## config.mk

```make
export PLATFORM = sky130hd
export DESIGN_NAME = mask2strb
export DESIGN_NICKNAME = d
export VERILOG_FILES = /design/src/rtl/mask2strb.sv
export SDC_FILE = /design/constraint.sdc
export NUM_CORES = 1
export LEC_CHECK = 0
export ABC_AREA = 0
export CORE_AREA = 2 2 122 172
export CTS_BUF_LIST = sky130_fd_sc_hd__clkbuf_16
export DETAILED_ROUTE_END_ITERATION = 7
export DIE_AREA = 0 0 124 174
export DONT_BUFFER_PORTS = 1
export PLACE_DENSITY = 0.51
export SYNTH_ARGS = -nofsm -noshare
export SYNTH_HDL_FRONTEND = slang
export SYNTH_SLANG_ARGS = --single-unit
```

## constraint.sdc

```tcl
create_clock -name clk -period 3.3 [get_ports clk]
set_clock_uncertainty 0.15 [all_clocks]
set_input_delay 0.495 -clock clk [delete_from_list [all_inputs] [get_ports clk]]
set_output_delay 0.495 -clock clk [all_outputs]
set_load 0.01 [all_outputs]
```

## src/rtl/mask2strb.sv

```systemverilog
// rtl/mask2strb.sv - coalesces aligned NoC store pieces into one 64-bit strobed write beat (option: MASK2STRB_ERR_CHECK_EN)

`ifndef MSG_DATA_SIZE_0B
`define MSG_DATA_SIZE_0B 3'b000
`endif
`ifndef MSG_DATA_SIZE_1B
`define MSG_DATA_SIZE_1B 3'b001
`endif
`ifndef MSG_DATA_SIZE_2B
`define MSG_DATA_SIZE_2B 3'b010
`endif
`ifndef MSG_DATA_SIZE_4B
`define MSG_DATA_SIZE_4B 3'b011
`endif
`ifndef MSG_DATA_SIZE_8B
`define MSG_DATA_SIZE_8B 3'b100
`endif

module mask2strb #(
  parameter int FLUSH_TIMEOUT = 16,
  parameter int CNT_W         = 5
) (
  input  logic        clk,
  input  logic        rst_n,
  input  logic        i_valid,
  output logic        i_ready,
  input  logic [63:0] i_addr,
  input  logic [2:0]  i_size,
  input  logic [63:0] i_data,
  input  logic        i_last,
  output logic        o_valid,
  input  logic        o_ready,
  output logic [63:0] o_addr,
  output logic [63:0] o_data,
  output logic [7:0]  o_strb,
  output logic        o_err
);

  typedef enum logic [1:0] {
    S_IDLE  = 2'd0,
    S_ACCUM = 2'd1,
    S_EMIT  = 2'd2
  } state_t;

  // Last counter value before an idle partial beat is flushed.
  localparam logic [CNT_W-1:0] C_TO_LAST = CNT_W'((FLUSH_TIMEOUT > 0) ? (FLUSH_TIMEOUT - 1) : 0);
  localparam bit               C_TO_EN   = (FLUSH_TIMEOUT != 0);

  state_t           r_state;
  state_t           w_state_nxt;
  logic [60:0]      r_line;
  logic [63:0]      r_data;
  logic [7:0]       r_strb;
  logic [CNT_W-1:0] r_cnt;

  logic [3:0]       w_len;
  logic [3:0]       w_eff_len;
  logic [2:0]       w_lane;
  logic             w_piece_err;
  logic             w_same_line;
  logic             w_accept;

  logic [7:0]       w_len_mask;
  logic [7:0]       w_piece_strb;
  logic [63:0]      w_piece_data;
  logic [63:0]      w_base_data;
  logic [7:0]       w_base_strb;
  logic [63:0]      w_new_data;
  logic [7:0]       w_new_strb;

  logic             w_ready;
  logic             w_latch_line;
  logic             w_flush_done;
  logic             w_cnt_clr;
  logic             w_cnt_inc;

  assign w_lane      = i_addr[2:0];
  assign w_same_line = (i_addr[63:3] == r_line);
  assign w_accept    = i_valid && w_ready;

  // Byte count of the incoming piece; unknown sizes contribute no bytes.
  always_comb begin
    w_len = 4'd0;
    case (i_size)
      `MSG_DATA_SIZE_0B: w_len = 4'd0;
      `MSG_DATA_SIZE_1B: w_len = 4'd1;
      `MSG_DATA_SIZE_2B: w_len = 4'd2;
      `MSG_DATA_SIZE_4B: w_len = 4'd4;
      `MSG_DATA_SIZE_8B: w_len = 4'd8;
      default:           w_len = 4'd0;
    endcase
  end

`ifdef MASK2STRB_ERR_CHECK_EN
  logic w_size_bad;
  logic w_misaligned;

  assign w_size_bad   = (i_size > `MSG_DATA_SIZE_8B);
  // A piece of n bytes must start on an n-byte boundary; 8B wraps to mask 3'b111.
  assign w_misaligned = (w_len != 4'd0) && ((w_lane & (w_len[2:0] - 3'd1)) != 3'd0);
  assign w_piece_err  = w_size_bad || w_misaligned;
`else
  assign w_piece_err  = 1'b0;
`endif

  // Faulty pieces are still consumed but leave the buffer untouched.
  assign w_eff_len = w_piece_err ? 4'd0 : w_len;

  // Piece bytes moved to their lanes; anything beyond lane 7 falls off the top.
  assign w_len_mask   = 8'hFF >> (4'd8 - w_eff_len);
  assign w_piece_strb = w_len_mask << w_lane;
  assign w_piece_data = i_data << {w_lane, 3'b000};

  // A piece accepted from IDLE starts a fresh beat, otherwise it merges over the buffer.
  always_comb begin
    w_base_data = (r_state == S_IDLE) ? 64'd0 : r_data;
    w_base_strb = (r_state == S_IDLE) ? 8'd0  : r_strb;
    w_new_data  = w_base_data;
    w_new_strb  = w_base_strb | w_piece_strb;
    for (int k = 0; k < 8; k++) begin
      if (w_piece_strb[k]) begin
        w_new_data[8*k +: 8] = w_piece_data[8*k +: 8];
      end
    end
  end

  // Next-state and handshake control for IDLE/ACCUM/EMIT.
  always_comb begin
    w_state_nxt  = r_state;
    w_ready      = 1'b0;
    w_latch_line = 1'b0;
    w_flush_done = 1'b0;
    w_cnt_clr    = 1'b0;
    w_cnt_inc    = 1'b0;
    case (r_state)
      S_IDLE: begin
        w_ready   = 1'b1;
        w_cnt_clr = 1'b1;
        if (i_valid) begin
          w_latch_line = 1'b1;
          if (!i_last) begin
            w_state_nxt = S_ACCUM;
          end else if (w_eff_len != 4'd0) begin
            w_state_nxt = S_EMIT;
          end else begin
            w_state_nxt = S_IDLE;
          end
        end
      end
      S_ACCUM: begin
        w_ready = w_same_line;
        if (i_valid && w_same_line) begin
          w_cnt_clr = 1'b1;
          if (i_last) begin
            w_state_nxt = S_EMIT;
          end
        end else if (i_valid) begin
          // A piece for another line closes the current beat; it is taken from IDLE later.
          w_cnt_clr   = 1'b1;
          w_state_nxt = S_EMIT;
        end else if (C_TO_EN && (r_cnt == C_TO_LAST)) begin
          w_cnt_clr   = 1'b1;
          w_state_nxt = S_EMIT;
        end else if (C_TO_EN) begin
          w_cnt_inc = 1'b1;
        end
      end
      S_EMIT: begin
        w_cnt_clr = 1'b1;
        if (o_ready) begin
          w_flush_done = 1'b1;
          w_state_nxt  = S_IDLE;
        end
      end
      default: begin
        w_cnt_clr   = 1'b1;
        w_state_nxt = S_IDLE;
      end
    endcase
  end

  // State register.
  always_ff @(posedge clk or negedge rst_n) begin
    if (!rst_n) begin
      r_state <= S_IDLE;
    end else begin
      r_state <= w_state_nxt;
    end
  end

  // Beat buffer: line, byte lanes and strobe.
  always_ff @(posedge clk or negedge rst_n) begin
    if (!rst_n) begin
      r_line <= 61'd0;
      r_data <= 64'd0;
      r_strb <= 8'd0;
    end else begin
      if (w_latch_line) begin
        r_line <= i_addr[63:3];
      end
      if (w_flush_done) begin
        r_data <= 64'd0;
        r_strb <= 8'd0;
      end else if (w_accept) begin
        r_data <= w_new_data;
        r_strb <= w_new_strb;
      end
    end
  end

  // Idle-cycle counter for flushing a stalled partial beat.
  always_ff @(posedge clk or negedge rst_n) begin
    if (!rst_n) begin
      r_cnt <= '0;
    end else if (w_cnt_clr) begin
      r_cnt <= '0;
    end else if (w_cnt_inc) begin
      r_cnt <= r_cnt + 1'b1;
    end
  end

`ifdef MASK2STRB_ERR_CHECK_EN
  logic r_err;

  // Sticky flag for any consumed piece that failed the size/alignment check.
  always_ff @(posedge clk or negedge rst_n) begin
    if (!rst_n) begin
      r_err <= 1'b0;
    end else if (w_accept && w_piece_err) begin
      r_err <= 1'b1;
    end
  end

  assign o_err = r_err;
`else
  assign o_err = 1'b0;
`endif

  assign i_ready = w_ready;
  assign o_valid = (r_state == S_EMIT);
  assign o_addr  = {r_line, 3'b000};
  assign o_data  = r_data;
  assign o_strb  = r_strb;

endmodule

```

# ---- Yosys cells after proc, flatten, opt, wreduce, memory -nomap -nowiden
# Cells that the tools add are included.
dict set report totals {
  register_bits 140
  out_inout_bits 139
  word_cells 92
}
dict set report op_classes {
  addsub 2
  n_eq_ne 12
  shifts 3
  muxes 39
  bitwise 1
  reduce_logical 23
}
# operator n
set op_table {}
lappend op_table {{$mux W64} 3}
lappend op_table {{$mux W8} 11}
lappend op_table {{$shl A64 B6 Y64} 1}
lappend op_table {{$eq A61 B61 Y1} 1}
lappend op_table {{$reduce_bool A3 Y1} 8}
lappend op_table {{$mux W2} 8}
lappend op_table {{$pmux W4 S4} 1}
lappend op_table {{$reduce_and A2 Y1} 8}
lappend op_table {{$mux W1} 12}
lappend op_table {{$mux W5} 2}
lappend op_table {{$or A8 B8 Y8} 1}
lappend op_table {{$shl A8 B3 Y8} 1}
lappend op_table {{$shr A8 B4 Y8 const A} 1}
lappend op_table {{$eq A3 B2 Y1 const B} 2}
lappend op_table {{$pmux W2 S3} 1}
lappend op_table {{$add A5 B1 Y5 const B} 1}
lappend op_table {{$eq A5 B4 Y1 const B} 1}
lappend op_table {{$ne A4 B4 Y1 const B} 1}
lappend op_table {{$reduce_and A4 Y1} 1}
lappend op_table {{$reduce_bool A2 Y1} 2}
lappend op_table {{$reduce_bool A4 Y1} 1}
lappend op_table {{$sub A4 B4 Y4 const A} 1}
lappend op_table {{$eq A3 B1 Y1 const B} 1}
lappend op_table {{$eq A3 B3 Y1 const B} 1}
lappend op_table {{other kinds (8)} 9}

# ---- Depth between registers and ports, before layout
dict set report logic_depth {
  depth_word 8
  ltp_mapped 12
}

# ---- Least setup slack after synthesis
# OpenSTA, ideal clock, no wires.
dict set report synth_path {
  path_type {input-to-reg}
  start {input port i_size[0]}
  end {register r_data[46] (netlist: o_data[46])}
  setup_ns 0.142
  arrival_time_ns 2.832
  t_required_ns 3.008
  slack_ns 0.177
  cell_stages 10
  path_cell_list {buf_2 -> or3b_2 -> ha_1 -> buf_2 -> and3_1 -> a2111oi_1 -> o21a_1 -> nor3_1 -> a211oi_4 -> o22ai_1}
}
dict set report synth_between {
  elab_chain_len 8
  elab_cells_between_ends 13
  cone_classes {add/sub (1); eq/ne (4); shift (2); mux (4); reduce/logical (2)}
}
# element line
set synth_lines {}
lappend synth_lines {{start, declared} 28} ;# input logic [2:0] i_size,
lappend synth_lines {{$eq A3 B3 Y1, or another cell as far along} 84} ;# case (i_size)
lappend synth_lines {{$pmux W4 S4 *} 84}
lappend synth_lines {{$sub A4 B4 Y4 *} 110} ;# assign w_len_mask = 8'hFF >> (4'd8 - w_eff_len);
lappend synth_lines {{$shr A8 B4 Y8 *} 110}
lappend synth_lines {{$shl A8 B3 Y8 *} 111} ;# assign w_piece_strb = w_len_mask << w_lane;
lappend synth_lines {{$mux W8} 121} ;# if (w_piece_strb[k]) begin
lappend synth_lines {{$mux W64} 204} ;# end else if (w_accept) begin
lappend synth_lines {{$mux W64} 201} ;# if (w_flush_done) begin
lappend synth_lines {{end signal, assigned} 205} ;# r_data <= w_new_data;
lappend synth_lines {{end, declared} 52} ;# logic [63:0] r_data;
# Mark *: on every way between the ends. The rest lies on a longest branch, timed or not. The select of a mux whose other input is x is not followed.
# A chain may end at the register's enable or synchronous reset.

# ---- Final worst setup path
dict set report layout_path {
  start {register r_line[11]}
  end {output port i_ready}
}
dict set report layout_between {
  elab_chain_len 2
}
# element line
set layout_lines {}
lappend layout_lines {{start, declared} 51} ;# logic [60:0] r_line;
lappend layout_lines {{start signal, assigned} 199} ;# r_line <= i_addr[63:3];
lappend layout_lines {{$eq A61 B61 Y1} 78} ;# assign w_same_line = (i_addr[63:3] == r_line);
lappend layout_lines {{$pmux W1 S2} 135} ;# case (r_state)
lappend layout_lines {{end, declared} 26} ;# output logic i_ready,
# Every way passes these cells.

==> run summary <==
STA classifies the critical path startpoint as a register. The die covers 21,580 sq um. The type of the worst setup path was register to output pin. The count of flip-flops with a built-in enable after synthesis is 0. The cell family contributing the most delay on the critical path is simple AND/OR/NAND/NOR gates. For the number of primary I/O pins, the log shows 275. The smallest hold slack was -0.3938 ns; the power per unit of standard cell area was 715.6 nW/um^2. The via count of the first global-routing pass is 6,151, and the max-slew violation count is 0. In the final routed layout, each cell accounts on average for 24.02 um.

The final reports fail on hold timing. Before antenna repair, the detailed router went through 5 iterations. Placed instance area: 8309 sq um. The synthesized area per cell is 10.84 sq um, and the internal power contribution is 4.248 mW.

In this run the static leakage power is 3.831 nW. In the post-synthesis netlist, the biggest area contributors are dfrtp_1 (44%), mux2_2 (11%), xnor2_1 (7.0%). Along the worst path, the maximum fanout reaches 5. Synthesis-to-finish area growth: 13.54%. Setup violations remaining at the end of the flow were counted as 0.

The run gives 318.2 MHz as the timing-limited maximum frequency. TritonCTS built the clock tree. Count of inserted antenna diode cells: 0.

For the pin count of the biggest net entering global routing, the log shows 141. Setup repair after global routing left no endpoint under its margin. The port buffer count is 0, and the share of layout cells above drive strength 1 is 21.69%.

The logs give 0 for the number of antenna violations at the first check in global routing and 7901 sq um for the post-synthesis instance area. The tools report the starting density of the core as 39.17%. STA classifies the critical path endpoint as an output pin. The run gives 0 ns as the setup TNS. The run gives 4 as the level count of the clock H-tree. The master of the slowest instance on the critical path was dfrtp_1.

Across the run, the number of max-cap violations was 0. In this run the remaining antenna-violating nets after routing total 0. The first global-routing pass estimated 35,920 um of wire. After detailed routing, the total wire length is 24,090 um.

The most repeated library cell on the critical path was buf_4. The height of the die works out to 174 um. In the final layout, the multi-input gates occupy 4184 sq um.

The most common flop cell mapped by yosys was dfrtp_1. The insertion delay to the later sink of the worst-skew pair is 0.42 ns. Yosys mapped the design onto 65 distinct sky130hd cell types.

Across the VDD grid, the largest voltage drop is 0.0005017 V. During synthesis, Yosys emitted a total of 0 warnings. The chip width is 124 um, and the clock sink total is 140.

The detailed router finished its first iteration with 260 violations. The run gives 5,871 as the count of vias placed by the detailed router. Of the total power, registers draw 45.6%.

Critical path arrival: 2.50 ns. The clock period minus final worst setup slack works out to 3.142 ns. After synthesis, the share of flip-flops with an asynchronous set or reset is 100.0%. The logs give 18,470 um for the half-perimeter wire length of the detailed placement result and 3503 sq um for the sequential standard cell area. The tools report the area of the core as 20,170 sq um. The clock passes through at most 2 buffers.

The run finished, with violations left. At the placement stage, the worst setup path has a slack of 0.1072 ns. After routing the design area is 8971 sq um. The highest cell delay on the worst timing path was 0.45 ns; the number of placed cells counting well taps was 972.

The register clock-pin slew on the reported worst setup and hold paths is 0.07 ns. For the share of synthesized area occupied by flip-flops and latches, the log shows 44.34%. Via density per instance: 5.853. Count of fill cells added during filler insertion: 1,918. Combinational logic is responsible for 23.3% of the overall power.

The worst path meets setup with 0.1576 ns of slack. The largest total area in the synthesized netlist belongs to dfrtp_1. Sorting the synthesized cells by how often they occur yields dfrtp_1 (140), mux2_2 (78), xnor2_1 (63). For the placer congestion estimate, the log shows 0.8987. Headroom to the max-slew limit came out at 44.48%. In the finished design, the share of the clock period the worst path needs comes to 95.22%.

The number of nets in the finished design was 876. The tools report the required time of the worst setup path as 2.65 ns. After detailed routing, the number of remaining DRC violations is 0.

The synthesized netlist cell count came out at 729. Of the total power, the share spent switching nets is 33.83%. Synthesis inferred 140 register bits. Row generation in the floorplan step produced 62 rows. The actual transition at the worst max-transition pin is 0.8327 ns. Total grt overflow: 0. For this design the total switching power over the nets is 2.172 mW. The top cell type's share of synthesized area was 44.34%. CTS placed an instance of clkbuf_16 at the clock tree root. Traced cell by cell, the critical path runs through xnor2_2, nand4_1, nor4_2, buf_4, nand4_4, and2_4, nor2_1, buf_4. The most common cell in the synthesized netlist is dfrtp_1. Clock tree synthesis inserted a total of 17 buffers. The total buffers and inverters traversed by the critical path came out at 2.

The path class of the tightest hold or removal check is primary input to async pin. In this run, the clock network consumes 31.1% of the power. Global routing consumed, over all layers together, 22.19% of the routing resources. The finished layout holds 1,003 standard cells, fillers aside. The run gives 140 as the count of endpoints failing hold in the final timing report.
## worst paths after layout
path                       cells after the start       start  slack [ns]          to
max                                            8  r_line[11]        0.16     i_ready
min                                            0       rst_n       -0.39   o_data[7]
max reg2reg                                    9  r_line[11]        0.58  o_data[58]
min reg2reg                                    1    r_cnt[0]        0.32    r_cnt[0]
max in group asynchronous                      0       rst_n        3.16  r_line[51]
min in group clk                               1      i_last        0.02  r_state[0]
## registers in the layout, indices dropped and copies added (netlist names)
name,count
r_line,61
o_strb,8
r_state,2
r_cnt,5
o_data,64
## power groups by stage
stage               sequential, mW  clock [mW]  combinational (mW)
CTS                           2.94        2.03                1.51
finish                        2.92        2.00                1.50
global placement              2.95           0                1.45
detailed placement            2.96           0                1.49
global route                  3.01        2.10                1.63
floorplan                     2.75           0                1.19
## logic make-up (layout without fill, tap and decap cells)
kind of cell,count (synthesis),after routing,synth area share [%]
compound gates,159,159,15.12
xor+xnor,66,66,7.411
fa+ha+maj,6,6,0.9185
buf+inv,65,80,3.690
flops,140,140,44.34
mux,133,133,18.56
other cells,1,4,0.04746
simple gates,159,159,9.913
## cells in the final DEF (no fill, tap or decap), types with 7 or more instances in the layout
cell	instances
and2_1	10
dfrtp_1	140
a211oi_1	7
nor2_1	34
nand2_1	62
mux2i_1	52
clkbuf_16	17
nand4_1	15
a21oi_1	21
a22o_1	25
inv_1	20
buf_4	21
mux2_2	78
xnor2_1	60
o2bb2ai_1	8
a32o_1	16
o21ai_0	28
a31oi_1	7
o22ai_1	8
## layer usage
metal	track usage (%)	part of all wire [%]	vias up
li1	-	-	2654
met1	23.43	34	2902
met2	38.23	51	292
met3	10.70	13	23
met4	7.350	2.4	0
met5	0	0	-
## through the flow
stage / total power, mW / util (%)
floorplan: 3.934 / -
global placement: 4.396 / 41.20
detailed placement: 4.450 / 41.20
CTS: 6.482 / 44.38
global route: 6.740 / 44.48
finish: 6.419 / 44.48
## cell type report
type / count / area share (%)
Timing Repair Buffer: 27 / 3.096
Clock inverter: 14 / 1.980
Sequential cell: 140 / 39.05
Inverter: 22 / 0.9205
Multi-Input combinational cell: 527 / 46.64
Tap cell: 256 / 3.570
Clock buffer: 17 / 4.742
## what timing repair did
item	in CTS	in global routing
endpoints found under the setup margin	1	1
endpoints found under the hold margin	140	140
buffers inserted	0	0
resized for setup	7	3
pin swaps	1	1
Note: power is estimated with default switching activity, not from simulation.
